## src/rtl/spi_master_nch_pkg.sv

```systemverilog
// spi_pkg: shared types and helpers for the spi_master_nch block.
//   state_t     - transfer FSM states
//   MODE0..3    - {CPOL,CPHA} encodings of the four SPI modes
//   cpol/cpha   - split a 2-bit mode into its clock polarity / phase
package spi_pkg;

  typedef enum logic [1:0] {
    IDLE  = 2'd0,
    SETUP = 2'd1,
    XFER  = 2'd2,
    HOLD  = 2'd3
  } state_t;

  localparam logic [1:0] MODE0 = 2'b00;
  localparam logic [1:0] MODE1 = 2'b01;
  localparam logic [1:0] MODE2 = 2'b10;
  localparam logic [1:0] MODE3 = 2'b11;

  function automatic logic cpol(input logic [1:0] mode);
    return mode[1];
  endfunction

  function automatic logic cpha(input logic [1:0] mode);
    return mode[0];
  endfunction

endpackage

```

## src/rtl/spi_master_nch_if.sv

```systemverilog
// spi_master_nch_if: bundles the controller-side handshake and the SPI pins.
//   master modport - used by the SPI master itself
//   slave modport  - used by whatever drives the master (controller / bench)
// Signals: start/ready/done handshake, mode/lsb_first/div/ss_sel/tx_data
// config, rx_data result, sclk/mosi/miso/ss_n serial pins.
interface spi_master_nch_if
  import spi_pkg::*;
#(
  parameter int DATA_W = 8,
  parameter int NUM_SS = 4,
  parameter int DIV_W  = 8
);

  localparam int SS_W = (NUM_SS > 1) ? $clog2(NUM_SS) : 1;

  logic              start;
  logic              ready;
  logic [1:0]        mode;
  logic              lsb_first;
  logic [DIV_W-1:0]  div;
  logic [SS_W-1:0]   ss_sel;
  logic [DATA_W-1:0] tx_data;
  logic [DATA_W-1:0] rx_data;
  logic              done;
  logic              sclk;
  logic              mosi;
  logic              miso;
  logic [NUM_SS-1:0] ss_n;

  modport master (
    input  start, mode, lsb_first, div, ss_sel, tx_data, miso,
    output ready, rx_data, done, sclk, mosi, ss_n
  );

  modport slave (
    output start, mode, lsb_first, div, ss_sel, tx_data, miso,
    input  ready, rx_data, done, sclk, mosi, ss_n
  );

endinterface

```

## src/rtl/spi_master_nch_clk_tick.sv

```systemverilog
// spi_clk_tick: SCLK half-period timer.
//   clk, rst - system clock, synchronous active-high reset
//   load     - restart the count from zero (asserted when a transfer is accepted)
//   enable   - count while a transfer is in progress
//   div      - half-period is div+1 clk cycles
//   tick     - one-cycle pulse on the last cycle of every half-period
module spi_clk_tick
  import spi_pkg::*;
#(
  parameter int DIV_W = 8
) (
  input  logic             clk,
  input  logic             rst,
  input  logic             load,
  input  logic             enable,
  input  logic [DIV_W-1:0] div,
  output logic             tick
);

  logic [DIV_W-1:0] cnt;

  assign tick = enable && (cnt == div);

  always_ff @(posedge clk) begin
    if (rst || load) begin
      cnt <= '0;
    end else if (enable) begin
      cnt <= (cnt == div) ? '0 : cnt + DIV_W'(1);
    end
  end

endmodule

```

## src/rtl/spi_master_nch.sv

```systemverilog
// spi_master_nch: SPI master with NUM_SS active-low selects, all four modes,
// MSB/LSB-first ordering and a programmable SCLK divider.
//   clk, rst - system clock, synchronous active-high reset
//   bus      - spi_master_nch_if.master: start/ready/done handshake, latched
//              config (mode, lsb_first, div, ss_sel, tx_data), rx_data result
//              and the sclk/mosi/miso/ss_n pins.
// All flops run on clk; sclk is a registered output only.
module spi_master_nch
  import spi_pkg::*;
#(
  parameter int DATA_W = 8,
  parameter int NUM_SS = 4,
  parameter int DIV_W  = 8
) (
  input  logic clk,
  input  logic rst,
  spi_master_nch_if.master bus
);

  localparam int SS_W   = (NUM_SS > 1) ? $clog2(NUM_SS) : 1;
  localparam int EDGE_W = $clog2(2 * DATA_W) + 1;
  localparam logic [EDGE_W-1:0] LAST_EDGE = EDGE_W'(2 * DATA_W);

  state_t            state;
  logic [1:0]        mode_q;
  logic              lsb_q;
  logic [DIV_W-1:0]  div_q;
  logic [DATA_W-1:0] tx_sr;
  logic [DATA_W-1:0] rx_sr;
  logic [EDGE_W-1:0] edge_cnt;
  logic              sample_pend;
  logic              ready_q;
  logic              done_q;
  logic [DATA_W-1:0] rx_q;
  logic              sclk_q;
  logic              mosi_q;
  logic [NUM_SS-1:0] ss_n_q;

  logic              tick;
  logic              accept;
  logic [EDGE_W-1:0] edge_next;
  logic              sample_edge;
  logic [DATA_W-1:0] tx_shift;
  logic [DATA_W-1:0] rx_in;

  function automatic logic out_bit(input logic [DATA_W-1:0] v, input logic lsb);
    return lsb ? v[0] : v[DATA_W-1];
  endfunction

  // Out-of-range selects decode to all-high, so the transfer runs unselected.
  function automatic logic [NUM_SS-1:0] ss_decode(input logic [SS_W-1:0] sel);
    logic [NUM_SS-1:0] v;
    v = '1;
    for (int i = 0; i < NUM_SS; i++) begin
      if (int'(sel) == i) v[i] = 1'b0;
    end
    return v;
  endfunction

  spi_clk_tick #(.DIV_W(DIV_W)) u_tick (
    .clk    (clk),
    .rst    (rst),
    .load   (accept),
    .enable (state != IDLE),
    .div    (div_q),
    .tick   (tick)
  );

  assign accept    = (state == IDLE) && bus.start;
  assign edge_next = edge_cnt + EDGE_W'(1);
  // Odd edges are leading; CPHA selects whether leading or trailing samples.
  assign sample_edge = cpha(mode_q) ? ~edge_next[0] : edge_next[0];
  assign tx_shift    = lsb_q ? (tx_sr >> 1) : (tx_sr << 1);

  // MISO is captured one cycle after the sample edge was launched, i.e. in the
  // cycle that edge is visible on sclk. With div=0 the final capture lands on
  // the same clk edge as the IDLE entry, so rx_data is loaded from rx_in.
  assign rx_in = !sample_pend ? rx_sr :
                 lsb_q        ? {bus.miso, rx_sr[DATA_W-1:1]} :
                                {rx_sr[DATA_W-2:0], bus.miso};

  always_ff @(posedge clk) begin
    if (rst) begin
      state       <= IDLE;
      mode_q      <= '0;
      lsb_q       <= 1'b0;
      div_q       <= '0;
      tx_sr       <= '0;
      rx_sr       <= '0;
      edge_cnt    <= '0;
      sample_pend <= 1'b0;
      ready_q     <= 1'b1;
      done_q      <= 1'b0;
      rx_q        <= '0;
      sclk_q      <= 1'b0;
      mosi_q      <= 1'b0;
      ss_n_q      <= '1;
    end else begin
      done_q      <= 1'b0;
      sample_pend <= 1'b0;
      rx_sr       <= rx_in;
      case (state)
        IDLE: begin
          ready_q <= 1'b1;
          ss_n_q  <= '1;
          mosi_q  <= 1'b0;
          sclk_q  <= cpol(bus.mode);
          if (bus.start) begin
            mode_q   <= bus.mode;
            lsb_q    <= bus.lsb_first;
            div_q    <= bus.div;
            tx_sr    <= bus.tx_data;
            rx_sr    <= '0;
            edge_cnt <= '0;
            ss_n_q   <= ss_decode(bus.ss_sel);
            ready_q  <= 1'b0;
            // CPHA=0 slaves sample on the first edge, so bit 0 goes out now.
            mosi_q   <= cpha(bus.mode) ? 1'b0 : out_bit(bus.tx_data, bus.lsb_first);
            state    <= SETUP;
          end
        end
        SETUP, XFER: begin
          if (tick) begin
            sclk_q      <= ~sclk_q;
            edge_cnt    <= edge_next;
            sample_pend <= sample_edge;
            if (!sample_edge) begin
              // CPHA=1 presents bit 0 on edge 1 without shifting first.
              if (cpha(mode_q) && edge_cnt == '0) begin
                mosi_q <= out_bit(tx_sr, lsb_q);
              end else begin
                tx_sr  <= tx_shift;
                mosi_q <= out_bit(tx_shift, lsb_q);
              end
            end
            state <= (edge_next == LAST_EDGE) ? HOLD : XFER;
          end
        end
        HOLD: begin
          if (tick) begin
            state   <= IDLE;
            ready_q <= 1'b1;
            done_q  <= 1'b1;
            rx_q    <= rx_in;
            ss_n_q  <= '1;
            mosi_q  <= 1'b0;
            sclk_q  <= cpol(mode_q);
          end
        end
        default: state <= IDLE;
      endcase
    end
  end

  assign bus.ready   = ready_q;
  assign bus.done    = done_q;
  assign bus.rx_data = rx_q;
  assign bus.sclk    = sclk_q;
  assign bus.mosi    = mosi_q;
  assign bus.ss_n    = ss_n_q;

endmodule
```

## src/flat_wrapper.sv

```systemverilog
// flat-port wrapper written by rule: the top's interface ports become plain ports
module spi_master_nch_flat import spi_pkg::*;
#(
  parameter int DATA_W = 8,
  parameter int NUM_SS = 4,
  parameter int DIV_W  = 8
)
  (clk, rst, bus_start, bus_mode, bus_lsb_first, bus_div, bus_ss_sel, bus_tx_data, bus_miso, bus_ready, bus_rx_data, bus_done, bus_sclk, bus_mosi, bus_ss_n);
  spi_master_nch_if #(.DATA_W(DATA_W), .NUM_SS(NUM_SS), .DIV_W(DIV_W)) bus_i ();
  input  logic clk;
  input  logic rst;
  input wire logic [$bits(bus_i.start)-1:0] bus_start;
  input wire logic [$bits(bus_i.mode)-1:0] bus_mode;
  input wire logic [$bits(bus_i.lsb_first)-1:0] bus_lsb_first;
  input wire logic [$bits(bus_i.div)-1:0] bus_div;
  input wire logic [$bits(bus_i.ss_sel)-1:0] bus_ss_sel;
  input wire logic [$bits(bus_i.tx_data)-1:0] bus_tx_data;
  input wire logic [$bits(bus_i.miso)-1:0] bus_miso;
  output wire logic [$bits(bus_i.ready)-1:0] bus_ready;
  output wire logic [$bits(bus_i.rx_data)-1:0] bus_rx_data;
  output wire logic [$bits(bus_i.done)-1:0] bus_done;
  output wire logic [$bits(bus_i.sclk)-1:0] bus_sclk;
  output wire logic [$bits(bus_i.mosi)-1:0] bus_mosi;
  output wire logic [$bits(bus_i.ss_n)-1:0] bus_ss_n;
  assign bus_i.start = bus_start;
  assign bus_i.mode = bus_mode;
  assign bus_i.lsb_first = bus_lsb_first;
  assign bus_i.div = bus_div;
  assign bus_i.ss_sel = bus_ss_sel;
  assign bus_i.tx_data = bus_tx_data;
  assign bus_i.miso = bus_miso;
  assign bus_ready = bus_i.ready;
  assign bus_rx_data = bus_i.rx_data;
  assign bus_done = bus_i.done;
  assign bus_sclk = bus_i.sclk;
  assign bus_mosi = bus_i.mosi;
  assign bus_ss_n = bus_i.ss_n;
  spi_master_nch #(.DATA_W(DATA_W), .NUM_SS(NUM_SS), .DIV_W(DIV_W)) u_core (.clk(clk), .rst(rst), .bus(bus_i));
endmodule
```

## config.mk

```make
export PLATFORM = sky130hd
export DESIGN_NAME = spi_master_nch_flat
export DESIGN_NICKNAME = d
export VERILOG_FILES = /design/src/rtl/spi_master_nch_pkg.sv /design/src/rtl/spi_master_nch_if.sv /design/src/rtl/spi_master_nch_clk_tick.sv /design/src/rtl/spi_master_nch.sv /design/src/flat_wrapper.sv
export SDC_FILE = /design/constraint.sdc
export NUM_CORES = 1
export LEC_CHECK = 0
export BUFFER_PORTS_ARGS = -buffer_cell sky130_fd_sc_hd__buf_2
export CORE_MARGIN = 8
export CORE_UTILIZATION = 51
export CTS_CLUSTER_DIAMETER = 150
export DETAILED_ROUTE_END_ITERATION = 8
export PLACE_DENSITY = 0.78
export SETUP_SLACK_MARGIN = 0.1
export SYNTH_ARGS = -nofsm -noshare
export SYNTH_HDL_FRONTEND = slang
export SYNTH_SLANG_ARGS = --single-unit
```

## constraint.sdc

```tcl
create_clock -name clk -period 1.7 [get_ports clk]
set_input_delay 0.425 -clock clk [delete_from_list [all_inputs] [get_ports clk]]
set_output_delay 0.425 -clock clk [all_outputs]
set_load 0.01 [all_outputs]
```

# After elaboration in Yosys (flattened, before gate mapping)
# Cells that the tools add are included.
classes:
  eq_ne: 13
  reduce_logical: 21
  muxes: 44
  addsub: 2
  n_bitwise: 5
op_table:
  columns: ["operator", "n"]
  rows:
  - ["8-bit two-way mux", 10]
  - ["1-bit two-way mux", 20]
  - ["8-bit one-hot mux with 2 select lines", 1]
  - ["5-bit two-way mux", 2]
  - ["5-bit one-hot mux with 2 select lines", 1]
  - ["3-bit AND reduction", 3]
  - ["8-bit by 1-bit adder with 8-bit output (second input constant)", 1]
  - ["2-bit == test (second input constant)", 4]
  - ["8-bit == test", 1]
  - ["4-bit two-way mux", 2]
  - ["4-bit one-hot mux with 2 select lines", 1]
  - ["2-bit AND reduction", 4]
  - ["2-bit two-way mux", 3]
  - ["2-bit inequality test (second input constant)", 3]
  - ["1-bit one-hot mux with 3 select lines", 2]
  - ["2-bit one-hot mux with 3 select lines", 1]
  - ["2-bit nonzero test", 3]
  - ["5-bit by 1-bit adder with 5-bit output (second input constant)", 1]
  - ["5-bit == test (second input constant)", 1]
  - ["5-bit logical NOT", 1]
  - ["1-bit inverter", 5]
  - ["5-bit AND reduction", 1]
  - ["2-bit by 1-bit == test with 1-bit output (second input constant)", 2]
  - ["2-bit logical NOT", 2]
  - ["other kinds (6)", 10]
totals:
  register_bits: 59
  wordCells: 100
  out_inout_bits: 16
  in_bits: 25

# Logic depth before layout (Yosys ltp)
logic_depth:
  depth_word: 6
  mapped_depth: 10
  ltp_nobuf: 7

# By module
# Synthesis repeated with hierarchy kept, for this count alone.
hier_totals:
  cells_unflattened: 338
  area_unflattened_um2: 2940.3
modules_own_cells:
  columns: ["mod", "seq_area_each_um2", "instances", "area_each_um2", "cells_each"]
  rows:
  - ["spi_master_nch", 1021.0, 1, 2486.1, 290]
  - ["spi_clk_tick", 160.2, 1, 454.2, 48]

# Least setup slack after synthesis
# No wires, ideal clock.
synth_path:
  kind: "register to register"
  startpoint: "register u_core.state[0]"
  endpoint: "register u_core.tx_sr[0]"
  stages_incl_launch_ff: 11
  setup_ns: 0.091
  period_less_slack_ns: 1.830
  arrival_time_ns: 1.739
  required_ns: 1.609
  path_slack_ns: -0.130
  path_buffers: 3
  path_cell_list: "dfxtp_1 > inv_1 > ha_1 > buf_4 > nand2b_1 > nor2_1 > and4_2 > buf_6 > or2_1 > clkbuf_2 > a311oi_1"
synth_via:
  elab_chain_cells: 4
  elab_cells_between_ends: 13
  classes_between: "eq/ne (6); mux (1); reduce/logical (6)"
synth_lines:
  columns: ["item", "line", "rtl"]
  rows:
  - ["from (decl)", "spi_master_nch.sv:24", "state_t state;"]
  - ["from (signal assigned)", "spi_master_nch.sv:136", "state <= (edge_next == LAST_EDGE) ? HOLD : XFER;"]
  - ["2-bit by 1-bit == test with 1-bit output, or another cell as far along", "spi_master_nch.sv:102", "case (state)"]
  - ["2-bit OR reduction / 1-bit logical AND (equally long branches)", "spi_master_nch.sv:102, spi_master_nch_clk_tick.sv:22", null]
  - ["2-bit inequality test (no line), or another cell as far along", null, null]
  - ["5-bit AND reduction (no line)", null, null]
  - ["to (signal assigned)", "spi_master_nch.sv:112", "tx_sr <= bus.tx_data;"]
  - ["to (signal assigned)", "spi_master_nch.sv:132", "tx_sr <= tx_shift;"]
  - ["to (decl)", "spi_master_nch.sv:28", "logic [DATA_W-1:0] tx_sr;"]
# Several ways; a longest one is shown, not always the timed one.
# A chain may end at the register's enable or synchronous reset.

# Worst setup path in the final report
layout_path:
  startpoint: "register u_core.edge_cnt[1]"
  endpoint: "register u_core.tx_sr[0]"
layout_via:
  elab_chain_cells: 4
layout_lines:
  columns: ["item", "line", "rtl"]
  rows:
  - ["from (decl)", "spi_master_nch.sv:30", "logic [EDGE_W-1:0] edge_cnt;"]
  - ["from (signal assigned)", "spi_master_nch.sv:125", "edge_cnt <= edge_next;"]
  - ["5-bit logical NOT", "spi_master_nch.sv:129", "if (cpha(mode_q) && edge_cnt == '0) begin"]
  - ["1-bit logical AND", "spi_master_nch.sv:129", null]
  - ["2-bit inequality test (no line)", null, null]
  - ["5-bit AND reduction (no line)", null, null]
# No other way between the ends.

==> summary.md <==
| Metric | Value |
|---|---|
| Clock buffer depth | 2 |
| Initial antenna violation count | 0 |
| DRT antenna net count | 0 |
| Hold Fails Final Rpt | 0 |
| Dpl hpwl | 4740 microns |
| Die Ht | 90.7 microns |
| Fillers | 426 |
| Final setup TNS | 0 ns |
| Synthesized netlist cell count | 331 |
| Yosys reg bits | just under 60 |
| Status | completed |
| Distinct cell type count after synthesis | 47 |
| CP Class | register to register |
| Top Family by Delay on Critical Path | simple AND/OR/NAND/NOR gates |
| Register area | ~1200 sq um |
| Via count | 2551 |
| GPL Wtd Cong | between 0.8 and 0.9 |
| WL per Instance | about 15 microns |
| Crit path cell chain | inv_2 > ha_4 > nor4b_4 > o21ai_1 > and4_4 > or2_4 > a311oi_2 |
| # setup viols final | 0 |
| Net Count, Synth | around 360 |
| Power per standard cell area | between 1000 and 1500 nW/um^2 |
| Final Skew | 0.00897 ns |
| Post-Synthesis Mean Instance Area | 8.61 sq um |
| Pin count of the biggest net entering global routing | 21 |
| Global-route wire length before repair | between 10000 and 15000 microns |
| Critical R2R Launch | u_core.edge_cnt[1] |
| Critical Path Slowest Stage Cell | dfxtp_2 |
| Worst Tran Pin Value | around 0.48 ns |
| Post-layout util | 67.8% |
| Syn. warnings | 0 |
| Layout area overhead | 29.5% |
| Max-cap violations | 0 |
| Slew margin rel. | between 60% and 70% |
| Most common cell after layout, fill and taps aside | dfxtp_1 |
| Sequential cell area fraction in the yosys report | between 40% and 50% |
| # DRC | 0 |
| Avg Vias per Cell | around 5.4 |
| Detailed Route WL | 6980 microns |
| Row cnt | 27 |
| Placed Cells | 447 |
| Buffers and inverters on the worst path | 1 |
| Area of the multi-input gates | 1680 sq um |
| Crit. End Element | register |
| Clk sinks | ~60 |
| Most frequent cells in the layout | 49 x dfxtp_1, 40 x nor2_1, 40 x buf_2 |
| Worst EP required | ~2.0 ns |
| CTS clk-pin slew, worst paths | around 0.070 ns |
| Ant diodes | 0 |
| Min-delay src | bus_ss_sel[1] |
| Share of cells above drive strength 1 | 31.5% |
| Crit path launch type | register |
| Critical path fanouts, max | 8 |
| CTS tree | done |
| Slew Limit Fails | 0 |
| Post-Syn Area | between 2000 and 3000 sq um |
| CTS root buffer | clkbuf_8 |
| Final Non-Filler Cells | between 400 and 500 |
| H-tree levels | 3 |
| Achievable Freq | 616 MHz |
| VDD IR max | 0.000765 V |
| Worst hold path class | input port to register |
| Worst-Skew Late Latency | ~0.34 ns |
| Grt total ovfl | 0 |
| Number of global-route vias before repair | about 2.5k |
| Slowest stage delay, CP | about 0.32 ns |
| DRT iter0 DRCs | about 120 |
| Critical Path AT | between 1.5 and 2 ns |
| Area contributors post-synth | dfxtp_1 41%, mux2i_1 9.1%, nor2_1 5.5% |
| Yosys top cell area share | roughly 41% |
| Initial Utilization | 52.4% |
| Die span in x | around 91 microns |
| Area of the core | approximately 5400 sq um |
| Crit path time final | roughly 1.6 ns |
| Port bufs | 40 |
| Nets | ~420 |
| Crit path from | u_core.edge_cnt[1] |
| GRT Overall Usage | around 16% |
| Die area | a little over 8000 sq um |
| Final period util | 95.5% |
| I/O Pins | a little over 40 |
| Leakage | approximately 0.0016 uW |
| DRT Pass-1 Iters | 4 |
| Total CTS buffers | 9 |
| Largest area contributor in the netlist | dfxtp_1 |
| RSZ-0062 raised after global routing | yes |
[state kept, by name (all words and copies together), names as in the netlist]
| signal | flops |
|---|---|
| u_core.bus.rx_data | 8 |
| u_core.div_q | 8 |
| u_core.rx_sr | 8 |
| u_core.tx_sr | 8 |
| u_core.u_tick.cnt | 8 |
| u_core.edge_cnt | 5 |
| u_core.bus.ss_n | 4 |
| u_core.mode_q | 2 |
| u_core.state | 2 |
| u_core.bus.done | 1 |
| u_core.bus.mosi | 1 |
| u_core.bus.ready | 1 |
| u_core.bus.sclk | 1 |
| u_core.lsb_q | 1 |
| u_core.sample_pend | 1 |
[layout make-up]
cell class                 count  share of cell area (%)
clock buffer                   9                    3.36
clock inverter                 7                    2.51
inverter                      10                    1.02
multi-input combinational    242                    45.7
sequential                    59                    32.4
tap                           72                    2.44
timing repair buffer          70                    12.7
[per-stage QoR]
step | hold slack [ns] | area [sq um] | total power, uW | worst slack [ns]
CTS | 0.268 | 3540 | 4810 | 0.0802
finish | 0.277 | 3690 | 5010 | 0.0773
floorplan | 0.436 | 2890 | 2860 | -0.0165
global placement | 0.444 | 3250 | 3320 | 0.0259
global route | 0.267 | 3690 | 5300 | -0.0148
detailed placement | 0.456 | 3250 | 3370 | -0.0308
[logic make-up after synthesis]
logic type               share of synthesized area [%]
XOR/XNOR                                          5.53
adder cells (fa/ha/maj)                           2.20
AND/OR/NAND/NOR                                   22.5
flip-flops                                        41.5
buffers and inverters                             4.70
multiplexers                                      9.93
AO/OA/AOI/OAI                                     13.7
[what timing repair did]
item	in CTS	in global routing
cloned	0	1
buffers inserted	0	5
gates resized for setup	20	22
endpoints found under the setup margin	22	32
pin swaps	7	14
hold buffers	0	0
[path summary, 6_finish.rpt]
| path | to | slack [ns] | cells after the start |
|---|---|---|---|
| setup / recovery | u_core.tx_sr[0] | 0.08 | 7 |
| hold / removal | u_core.bus.ss_n[2] | 0.28 | 2 |
| setup reg to reg | u_core.tx_sr[0] | 0.08 | 7 |
| hold reg to reg | u_core.mode_q[1] | 0.47 | 2 |
[metal layers]
layer | up-vias | part of all wire [%] | track usage, %
li1 | 1269 | - | -
met2 | 61 | 50 | 27.8
met5 | - | 0 | 0
met1 | 1207 | 43 | 18.0
met4 | 0 | 2.2 | 9.43
met3 | 14 | 5.3 | 4.66
[report_power, final]
| part | leakage [uW] | switching [uW] | total, uW | internal, uW |
|---|---|---|---|---|
| clock | 0.000101 | 575 | 1390 | 818 |
| sequential | 0.000484 | 150 | 1730 | 1580 |
| combinational | 0.000981 | 1060 | 1890 | 829 |
[cell usage after synthesis (all sizes together)]
cell / number
and2: 10
o21ai: 15
nor2b: 2
o221ai: 1
mux4: 1
nand3: 10
o41ai: 1
nand2b: 6
xnor2: 3
a32oi: 2
and4: 2
nor4b: 1
ha: 5
and3: 5
mux2i: 26
xor2: 15
or3: 1
clkinv: 1
nor2: 42
o31ai: 4
nand3b: 2
a41oi: 2
nor4: 2
nor3: 6
clkbuf: 11
buf: 9
dfxtp: 59
a211oi: 9
o211ai: 1
inv: 9
a21oi: 21
nand4: 4
a311oi: 3
or2: 1
a22oi: 1
a31oi: 3
nand2: 35
[worst reg2reg max path, delay by kind of cell (launching register included)]
kind                     cells  cell delay [ns]
flip-flops                   1             0.32
buffers and inverters        1             0.07
adder cells (fa/ha/maj)      1             0.14
AO/OA/AOI/OAI                2             0.30
AND/OR/NAND/NOR              3             0.72
Note: power is estimated with default switching activity, not from simulation.
